===== config.mk =====
export PLATFORM = sky130hd
export DESIGN_NAME = seq_alu
export DESIGN_NICKNAME = d
export VERILOG_FILES = /design/src/rtl/seq_alu_pkg.sv /design/src/rtl/seq_muldiv.sv /design/src/rtl/seq_alu.sv
export SDC_FILE = /design/constraint.sdc
export NUM_CORES = 1
export LEC_CHECK = 0
export ABC_AREA = 1
export BUFFER_PORTS_ARGS = -buffer_cell sky130_fd_sc_hd__buf_4
export CAP_MARGIN = 30
export CORE_MARGIN = 3
export CORE_UTILIZATION = 60
export DETAILED_ROUTE_END_ITERATION = 7
export GPL_TIMING_DRIVEN = 0
export PLACE_DENSITY = 0.81
export SLEW_MARGIN = 10
export SYNTH_ARGS = -nofsm -noshare
export SYNTH_HDL_FRONTEND = slang
export SYNTH_SLANG_ARGS = --single-unit

===== constraint.sdc =====
create_clock -name clk -period 4.9 [get_ports clk]
set_clock_uncertainty 0.05 [all_clocks]
set_input_delay 0.735 -clock clk [delete_from_list [all_inputs] [get_ports clk]]
set_output_delay 0.735 -clock clk [all_outputs]
set_load 0.02 [all_outputs]

===== src/rtl/seq_alu_pkg.sv =====
// Shared opcode and FSM state definitions for the sequential ALU.
// Imported by seq_alu and seq_muldiv.
package seq_alu_pkg;

    typedef enum logic [2:0] {
        OP_ADD  = 3'b000,
        OP_SUB  = 3'b001,
        OP_MUL  = 3'b010,
        OP_DIV  = 3'b011,
        OP_OR   = 3'b100,
        OP_NOR  = 3'b101,
        OP_NAND = 3'b110,
        OP_AND  = 3'b111
    } opcode_e;

    typedef enum logic [1:0] {
        ST_IDLE = 2'b00,
        ST_BUSY = 2'b01,
        ST_DONE = 2'b10
    } state_e;

    function automatic logic is_multicycle(input logic [2:0] op);
        return (opcode_e'(op) == OP_MUL) || (opcode_e'(op) == OP_DIV);
    endfunction

endpackage


===== src/rtl/seq_muldiv.sv =====
// Iterative WIDTH-cycle core: shift-add multiply (low half) and restoring
// unsigned divide. result_o/dz_o are valid in the cycle done_o is high.
module seq_muldiv
    import seq_alu_pkg::*;
#(
    parameter int WIDTH = 16
) (
    input  logic             clk,
    input  logic             rst,
    input  logic             start_i,
    input  logic             div_i,
    input  logic [WIDTH-1:0] a_i,
    input  logic [WIDTH-1:0] b_i,
    output logic             done_o,
    output logic [WIDTH-1:0] result_o,
    output logic             dz_o
);

    localparam int CNT_W = $clog2(WIDTH + 1);

    logic [CNT_W-1:0] cnt_q, cnt_d;
    logic             div_q, div_d;
    // x: multiplicand (MUL) or divisor (DIV); y: multiplier or dividend/quotient;
    // acc: partial product or partial remainder.
    logic [WIDTH-1:0] x_q, x_d;
    logic [WIDTH-1:0] y_q, y_d;
    logic [WIDTH-1:0] acc_q, acc_d;
    logic [WIDTH:0]   rem_shift;

    always_comb begin
        // NOTE: every combinationally assigned signal gets a default first so no latch is inferred.
        cnt_d     = cnt_q;
        div_d     = div_q;
        x_d       = x_q;
        y_d       = y_q;
        acc_d     = acc_q;
        rem_shift = {acc_q, y_q[WIDTH-1]};

        if (start_i) begin
            cnt_d = CNT_W'(WIDTH);
            div_d = div_i;
            x_d   = div_i ? b_i : a_i;
            y_d   = div_i ? a_i : b_i;
            acc_d = '0;
        end else if (cnt_q != '0) begin
            cnt_d = cnt_q - CNT_W'(1);
            if (div_q) begin
                // rem_shift never reaches 2*divisor, so the difference fits WIDTH bits.
                if (rem_shift >= {1'b0, x_q}) begin
                    acc_d = WIDTH'(rem_shift - {1'b0, x_q});
                    y_d   = {y_q[WIDTH-2:0], 1'b1};
                end else begin
                    acc_d = rem_shift[WIDTH-1:0];
                    y_d   = {y_q[WIDTH-2:0], 1'b0};
                end
            end else begin
                if (y_q[0]) begin
                    acc_d = acc_q + x_q;
                end
                x_d = {x_q[WIDTH-2:0], 1'b0};
                y_d = {1'b0, y_q[WIDTH-1:1]};
            end
        end
    end

    assign done_o   = (cnt_q == CNT_W'(1));
    assign dz_o     = div_q && (x_q == '0);
    assign result_o = div_q ? (dz_o ? '1 : y_d) : acc_d;

    always_ff @(posedge clk) begin
        if (rst) begin
            cnt_q <= '0;
        end else begin
            // NOTE: sequential state uses non-blocking assignment so all registers update together.
            cnt_q <= cnt_d;
        end
    end

    // NOTE: datapath registers need no reset; they are always loaded on start before use.
    always_ff @(posedge clk) begin
        div_q <= div_d;
        x_q   <= x_d;
        y_q   <= y_d;
        acc_q <= acc_d;
    end

endmodule


===== src/rtl/seq_alu.sv =====
// Multi-cycle ALU with valid/ready handshakes: single-cycle add/sub/logic,
// WIDTH-cycle MUL/DIV through seq_muldiv, registered result and flags.
module seq_alu
    import seq_alu_pkg::*;
#(
    parameter int WIDTH = 16
) (
    input  logic             clk,
    input  logic             rst,
    input  logic             in_valid,
    output logic             in_ready,
    input  logic [WIDTH-1:0] a,
    input  logic [WIDTH-1:0] b,
    input  logic [2:0]       opcode,
    output logic             out_valid,
    input  logic             out_ready,
    output logic [WIDTH-1:0] result,
    output logic             zero,
    output logic             carry,
    output logic             ovf,
    output logic             dz
);

    state_e           state_q, state_d;
    logic [WIDTH-1:0] result_q, result_d;
    logic             zero_q, zero_d;
    logic             carry_q, carry_d;
    logic             ovf_q, ovf_d;
    logic             dz_q, dz_d;

    logic             accept;
    logic             md_start;
    logic             md_done;
    logic             md_dz;
    logic [WIDTH-1:0] md_result;

    logic [WIDTH:0]   sum;
    logic [WIDTH:0]   diff;
    logic [WIDTH-1:0] alu_res;
    logic             alu_c;
    logic             alu_v;

    assign in_ready  = (state_q == ST_IDLE) && !rst;
    assign out_valid = (state_q == ST_DONE);
    assign accept    = in_valid && in_ready;
    assign md_start  = accept && is_multicycle(opcode);

    seq_muldiv #(.WIDTH(WIDTH)) u_muldiv (
        .clk      (clk),
        .rst      (rst),
        .start_i  (md_start),
        .div_i    (opcode_e'(opcode) == OP_DIV),
        .a_i      (a),
        .b_i      (b),
        .done_o   (md_done),
        .result_o (md_result),
        .dz_o     (md_dz)
    );

    // Single-cycle ops; diff[WIDTH] is the unsigned borrow.
    always_comb begin
        sum     = {1'b0, a} + {1'b0, b};
        diff    = {1'b0, a} - {1'b0, b};
        alu_res = '0;
        alu_c   = 1'b0;
        alu_v   = 1'b0;
        case (opcode_e'(opcode))
            OP_ADD: begin
                alu_res = sum[WIDTH-1:0];
                alu_c   = sum[WIDTH];
                alu_v   = (a[WIDTH-1] == b[WIDTH-1]) && (sum[WIDTH-1] != a[WIDTH-1]);
            end
            OP_SUB: begin
                alu_res = diff[WIDTH-1:0];
                alu_c   = diff[WIDTH];
                alu_v   = (a[WIDTH-1] != b[WIDTH-1]) && (diff[WIDTH-1] != a[WIDTH-1]);
            end
            OP_OR:   alu_res = a | b;
            OP_NOR:  alu_res = ~(a | b);
            OP_NAND: alu_res = ~(a & b);
            OP_AND:  alu_res = a & b;
            default: alu_res = '0;
        endcase
    end

    always_comb begin
        state_d  = state_q;
        result_d = result_q;
        zero_d   = zero_q;
        carry_d  = carry_q;
        ovf_d    = ovf_q;
        dz_d     = dz_q;
        unique case (state_q)
            ST_IDLE: begin
                if (accept) begin
                    if (is_multicycle(opcode)) begin
                        state_d = ST_BUSY;
                    end else begin
                        state_d  = ST_DONE;
                        result_d = alu_res;
                        zero_d   = (alu_res == '0);
                        carry_d  = alu_c;
                        ovf_d    = alu_v;
                        dz_d     = 1'b0;
                    end
                end
            end
            ST_BUSY: begin
                if (md_done) begin
                    state_d  = ST_DONE;
                    result_d = md_result;
                    zero_d   = (md_result == '0);
                    carry_d  = 1'b0;
                    ovf_d    = 1'b0;
                    dz_d     = md_dz;
                end
            end
            ST_DONE: begin
                if (out_ready) begin
                    state_d = ST_IDLE;
                end
            end
            default: state_d = ST_IDLE;
        endcase
    end

    always_ff @(posedge clk) begin
        if (rst) begin
            state_q  <= ST_IDLE;
            result_q <= '0;
            zero_q   <= 1'b0;
            carry_q  <= 1'b0;
            ovf_q    <= 1'b0;
            dz_q     <= 1'b0;
        end else begin
            state_q  <= state_d;
            result_q <= result_d;
            zero_q   <= zero_d;
            carry_q  <= carry_d;
            ovf_q    <= ovf_d;
            dz_q     <= dz_d;
        end
    end

    assign result = result_q;
    assign zero   = zero_q;
    assign carry  = carry_q;
    assign ovf    = ovf_q;
    assign dz     = dz_q;

endmodule


==> metrics.txt, run 1 <==
root buffer cell=clkbuf_16; VDD IR-drop max=around 0.53 mV; DR pass1 iterations=7; die area=~0.017 sq mm; post-synthesis sequential area ratio=0.187; period utilization=0.684; CP Capture Type=flop; most frequent cell after synthesis=nand2_1; max-slew violation count=0; area occupied by registers=0.00169 sq mm; Top FF cell, synth=dfxtp_1; fillcell total=roughly 1400; drt drc=0; total number of vias=10600; Synth top cells by count=nand2_1, inv_1, nand3_1, nor2_1, a21oi_1; Mapped Cells=roughly 1500; Netlist cell types=between 50 and 60; chip height=129 um; status=complete, no violations; Starting DRT DRC Count=1710; Design Area, Final=0.0100 sq mm; share of layout cells above drive strength 1=0.103; antenna-violating nets left=0; fmax=slightly below 300 MHz; Leak=just under 5 nW; largest net degree at the start of global routing=17; crit start category=flop; setup TNS=0 ps; Arr. time, crit path=about 3600 ps; Top-Level Pins=61; vias per cell=approximately 6; unrepaired setup endpoints after global routing=no; Yosys top cell by area=nand2_1; number of synthesized register bits=76; fin util=0.686; Setup Buffers After CTS=0; net count after synthesis=roughly 1600; max_slew headroom=0.420; Total GRT Usage=0.385; # clock sinks=76; cell area after synthesis=slightly above 0.009 sq mm; Place WS=roughly 1600 ps; post-CTS sizing=0; number of synthesis warnings=0; Avg Inst Size Synth=6.17 sq um; clk_lat worst skew=between 300 and 400 ps; Overflow after GRT=0; HP Class=reg2reg; power per cell area=about 640 mW/mm^2; starting density of the core=0.618; Slew @ Worst Pin=roughly 860 ps; gpl congestion=just over 1; asr flop ratio synth=0; row cnt=44; total CTS buffers=9; drt wl/cell=around 19 um; post-synth top area share=0.155; final setup vio count=0; P&R area growth vs syn=10.9%; core area=between 0.01 and 0.015 sq mm; Pwr Total=~6.4 mW; Max Cap Viol=0; number of flops mapped to enable cells by yosys=17; TritonCTS clock tree=yes; clk buf depth=2; Synth area leaders=nand2_1, dfxtp_1, ha_1; Hold Violations, Final=0; total length of routed wires=between 30 and 40 mm; vias in the first global route=around 9200; CTS Hold Bufs=0; WS Path Type=reg2reg; Port Buffers=60; Critical Path RT=about 5200 ps; antenna violations before repair=0; die width=roughly 130 um; final setup margin=roughly 1500 ps; DPL Wire Length=26.3 mm; # diodes=0; placed cell area=0.00974 sq mm; global-route wire length before repair=about 50 mm; clock-pin slew of the registers on the worst-case setup and hold paths=about 60 ps; fin crit period=around 3400 ps; worst-path fanout max=5; Multi-input gate area=~0.0063 sq mm; H-tree depth=3; Total Nets Final=roughly 1700
==> worst max-delay path, cell delays in order (launching register included) <==
cell	delay, ps
edfxtp_1	480
ha_1	230
inv_1	140
fa_1	530
nand3_1	100
nand3_1	170
nand2_1	110
nand2_1	90
xnor2_1	290
nand3_1	130
nand3_1	100
nand2_1	50
nand3_1	130
nand2_1	130
nor2_1	130
nand2_1	60
nor2_1	90
nand3_1	70
nand3_1	70
nand2_1	70
inv_1	60
==> metrics by stage <==
stage / cells / hold WS (ps)
final: 1729 / 417
after global placement: 1712 / 405
after CTS: 1729 / 418
after global routing: 1729 / 435
after floorplan: 1468 / 403
after detailed placement: 1713 / 409
==> layer usage <==
metal / wire length, um / up-vias / global-route usage
met4: 858 / 0 / 0.103
met5: 0 / - / 0
met3: 4690 / 97 / 0.0938
met1: 13400 / 4762 / 0.568
li1: - / 5049 / -
met2: 13500 / 712 / 0.560
==> flip-flops by register name, indices dropped and copies added, names as in the netlist <==
register,count
u_muldiv.y_q,16
zero,1
result,16
u_muldiv.cnt_q,5
state_q,2
carry,1
u_muldiv.x_q,16
u_muldiv.acc_q,16
u_muldiv.div_q,1
ovf,1
dz,1
==> final timing paths <==
kind | startpoint | endpoint | slack, ps | cells past startpoint
min reg2reg | result[6]$_SDFFE_PP0P_ | result[6]$_SDFFE_PP0P_ | 420 | 2
min | result[6]$_SDFFE_PP0P_ | result[6]$_SDFFE_PP0P_ | 420 | 2
max reg2reg | u_muldiv.x_q[0]$_SDFFCE_PN0P_ | zero$_SDFFE_PP0P_ | 1550 | 20
max | u_muldiv.x_q[0]$_SDFFCE_PN0P_ | zero$_SDFFE_PP0P_ | 1550 | 20
==> cell families after synthesis <==
| family | count (synthesis) | share of synthesized area |
|---|---|---|
| AO/OA/AOI/OAI | 309 | 0.204 |
| XOR/XNOR | 15 | 0.0145 |
| adder cells (fa/ha/maj) | 86 | 0.122 |
| buffers and inverters | 266 | 0.121 |
| flip-flops | 76 | 0.187 |
| multiplexers | 2 | 0.00249 |
| AND/OR/NAND/NOR | 714 | 0.349 |
==> power by group <==
group / switching [mW] / total (mW) / internal, mW
Sequential: 0.315 / 1.23 / 0.920
Combinational: 2.99 / 4.50 / 1.51
Clock: 0.293 / 0.693 / 0.400
Total: 3.60 / 6.43 / 2.83
==> cell usage in the layout (no fill, tap or decap), types with 8 or more instances in the layout <==
| cell type | instances |
|---|---|
| nand4_1 | 29 |
| nor2_1 | 114 |
| dfxtp_1 | 59 |
| clkbuf_16 | 9 |
| ha_1 | 82 |
| edfxtp_1 | 17 |
| o21ai_0 | 79 |
| buf_4 | 63 |
| o211ai_1 | 37 |
| inv_1 | 199 |
| xnor2_1 | 8 |
| a21oi_1 | 109 |
| nor3_1 | 16 |
| a21boi_0 | 8 |
| clkbuf_1 | 18 |
| nand3_1 | 134 |
| o221ai_1 | 10 |
| buf_2 | 19 |
| a211oi_1 | 15 |
| inv_2 | 10 |
| o21ai_1 | 20 |
| nand2_1 | 374 |
==> final cells by class <==
| type | instances | area share |
|---|---|---|
| clock buffers | 10 | 0.0228 |
| repair buffers | 61 | 0.0459 |
| inverters | 211 | 0.0789 |
| multi-input cells | 1126 | 0.624 |
| clock inverters | 6 | 0.00685 |
| flip-flops and latches | 76 | 0.168 |
| plain buffers | 55 | 0.0305 |
| well taps | 184 | 0.0229 |
Note: power is estimated with default switching activity, not from simulation.
==> run 2, diff against run 1 <==
==> constraint.sdc (replaced) <==
create_clock -name clk -period 3.2 [get_ports clk]
set_clock_uncertainty 0.05 [all_clocks]
set_input_delay 0.48 -clock clk [delete_from_list [all_inputs] [get_ports clk]]
set_output_delay 0.48 -clock clk [all_outputs]
set_load 0.02 [all_outputs]
==> metrics.txt, run 2 (synthesized netlist as in run 1, its figures left out) <==
placed cell area=0.00974 sq mm (unchanged); largest net degree at the start of global routing=17 (unchanged); DR pass1 iterations=8 (+1); clock-pin slew of the registers on the worst-case setup and hold paths=60 ps (about the same); power per cell area=994 mW/mm^2 (+55%); Leak=5.07 nW (+2.2%); Hold Crit Depth=2 (unchanged); H-tree depth=3 (unchanged); worst-path fanout max=4 (-1); crit start category=flop; most frequent cells in the layout=nand2_1, inv_1, nand3_1; fin crit period=3020 ps (-336 ps); chip height=129 um (unchanged); setup TNS=0 ps (unchanged); Starting DRT DRC Count=1572 (-8.1%); most common cell after layout, fill and taps aside=nand2_1; die width=129 um (unchanged); Worst Path Buf+Inv=2 (unchanged); CTS Hold Bufs=0 (unchanged); period utilization=0.943 (+0.258); total number of vias=10700 (+0.95%); CP Capture Type=flop; antenna violations before repair=0 (unchanged); Top-Level Pins=61 (unchanged); clock power share=0.103 (-0.005); Slew @ Worst Pin=867 ps (+3.24 ps); global-route wire length before repair=50.0 mm (+0.21%); clk buf depth=2 (unchanged); fin util=0.707 (+0.0216); worst reg2reg path depth=21 (+5.0%); clk_lat worst skew=360 ps (about the same); total CTS buffers=9 (unchanged); antenna-violating nets left=0 (unchanged); power share of the sequential group=0.177 (-0.015); DPL Wire Length=26.3 mm (unchanged); failing checks=design-rule violations; Arr. time, crit path=3220 ps (-380 ps); # clock sinks=76 (unchanged); final setup vio count=0 (unchanged); TritonCTS clock tree=yes; CP Depth=21 (+5.0%); Overflow after GRT=0 (unchanged); switch share=0.552 (-0.00703); drt wl/cell=18.9 um (+0.42%); VDD IR-drop max=0.915 mV (+73%); fmax=332 MHz (+11%); WS Path Type=reg2reg; share of layout cells above drive strength 1=0.138 (+0.0352); Total Nets Final=1684 (+1.1%); starting density of the core=0.618 (unchanged); # diodes=0 (unchanged); HP Class=in2reg; cell family with most CP delay=simple AND/OR/NAND/NOR gates; total length of routed wires=33.0 mm (+1.5%); row cnt=44 (unchanged); power share of the combinational group=0.720 (+0.020); fillcell total=1360 (-3.1%); max_slew headroom=0.418 (-0.00217); Pint=4.61 mW (+63%); die area=0.0166 sq mm (unchanged); Total GRT Usage=0.386 (+0.000605); P_sw=5.69 mW (+58%); gpl congestion=1.02 (unchanged); cell mode on critical path=nand2_1; biggest cell delay along the critical path=480 ps (-50 ps); Design Area, Final=0.0104 sq mm (+3.2%); Port Buffers=60 (unchanged); crit-path cells=ha_2 -> inv_2 -> fa_2 -> nand3_1 -> nand3_2 -> nand2_1 -> nand2_1 -> nand3_1 -> nand2_1 -> nand2_1 -> nand3_1 -> nand2_1 -> nand2_1 -> nand2_1 -> nand3_1 -> nand3_1 -> nor2_1 -> nand3_1 -> nand3_1 -> nand2_1 -> inv_1; Critical Path RT=3400 ps (-1750 ps); root buffer cell=clkbuf_16; max-slew violation count=0 (unchanged); status=complete, but fails checks; Hold Violations, Final=0 (unchanged); P&R area growth vs syn=14.4%; Max Cap Viol=0 (unchanged); vias in the first global route=9237 (+0.27%); Pwr Total=10.3 mW (+60%); core area=0.0146 sq mm (unchanged); slowest CP cell=edfxtp_1; drt drc=1 (+1); vias per cell=6.13 (-0.15%)
run 2: cell type report:
type                    count  area [sq um]  share of cell area
flip-flops and latches     76          1700               0.164
well taps                 184           230              0.0222
plain buffers              55           307              0.0296
inverters                 211           792              0.0765
clock inverters             6          68.8             0.00664
repair buffers             80           603              0.0582
multi-input cells        1126          6430               0.621
clock buffers              10           229              0.0221
run 2: timing repair:
action / 4_1_cts / 5_1_grt
resized for setup: 1 / 43
endpoints found under the setup margin: 1 / 9
gates cloned: 0 / 0
buffers inserted: 2 / 17
pin swaps: 0 / 8
run 2: power groups by stage:
stage	registers (mW)	clock network [mW]	logic, mW
after global placement	1.85	0	6.55
after floorplan	1.67	0	4.93
final	1.83	1.06	7.41
after global routing	1.84	1.10	8.13
after detailed placement	1.86	0	6.63
after CTS	1.83	1.05	6.70
run 2: final timing paths:
kind | from | end | slack [ps]
setup / recovery | u_muldiv.x_q[0]$_SDFFCE_PN0P_ | zero$_SDFFE_PP0P_ | 180
hold / removal | rst | carry$_SDFFE_PP0P_ | 290
setup reg to reg | u_muldiv.x_q[0]$_SDFFCE_PN0P_ | zero$_SDFFE_PP0P_ | 180
hold reg to reg | result[6]$_SDFFE_PP0P_ | result[6]$_SDFFE_PP0P_ | 420
run 2: metrics by stage:
stage	cells	hold WS (ps)	setup slack, ps
after floorplan	1468	403	578
after global routing	1748	297	-10.9
after CTS	1731	300	32.6
final	1748	294	184
after global placement	1712	405	-10.9
after detailed placement	1713	409	-24.7
run 2: per-layer routing:
metal  up-vias  part of all wire  GRT usage
li1       5074                 -          -
met1      4838              0.41      0.567
met2       728              0.42      0.560
met3        81              0.15     0.0967
met4         0             0.026      0.107
met5         -                 0          0
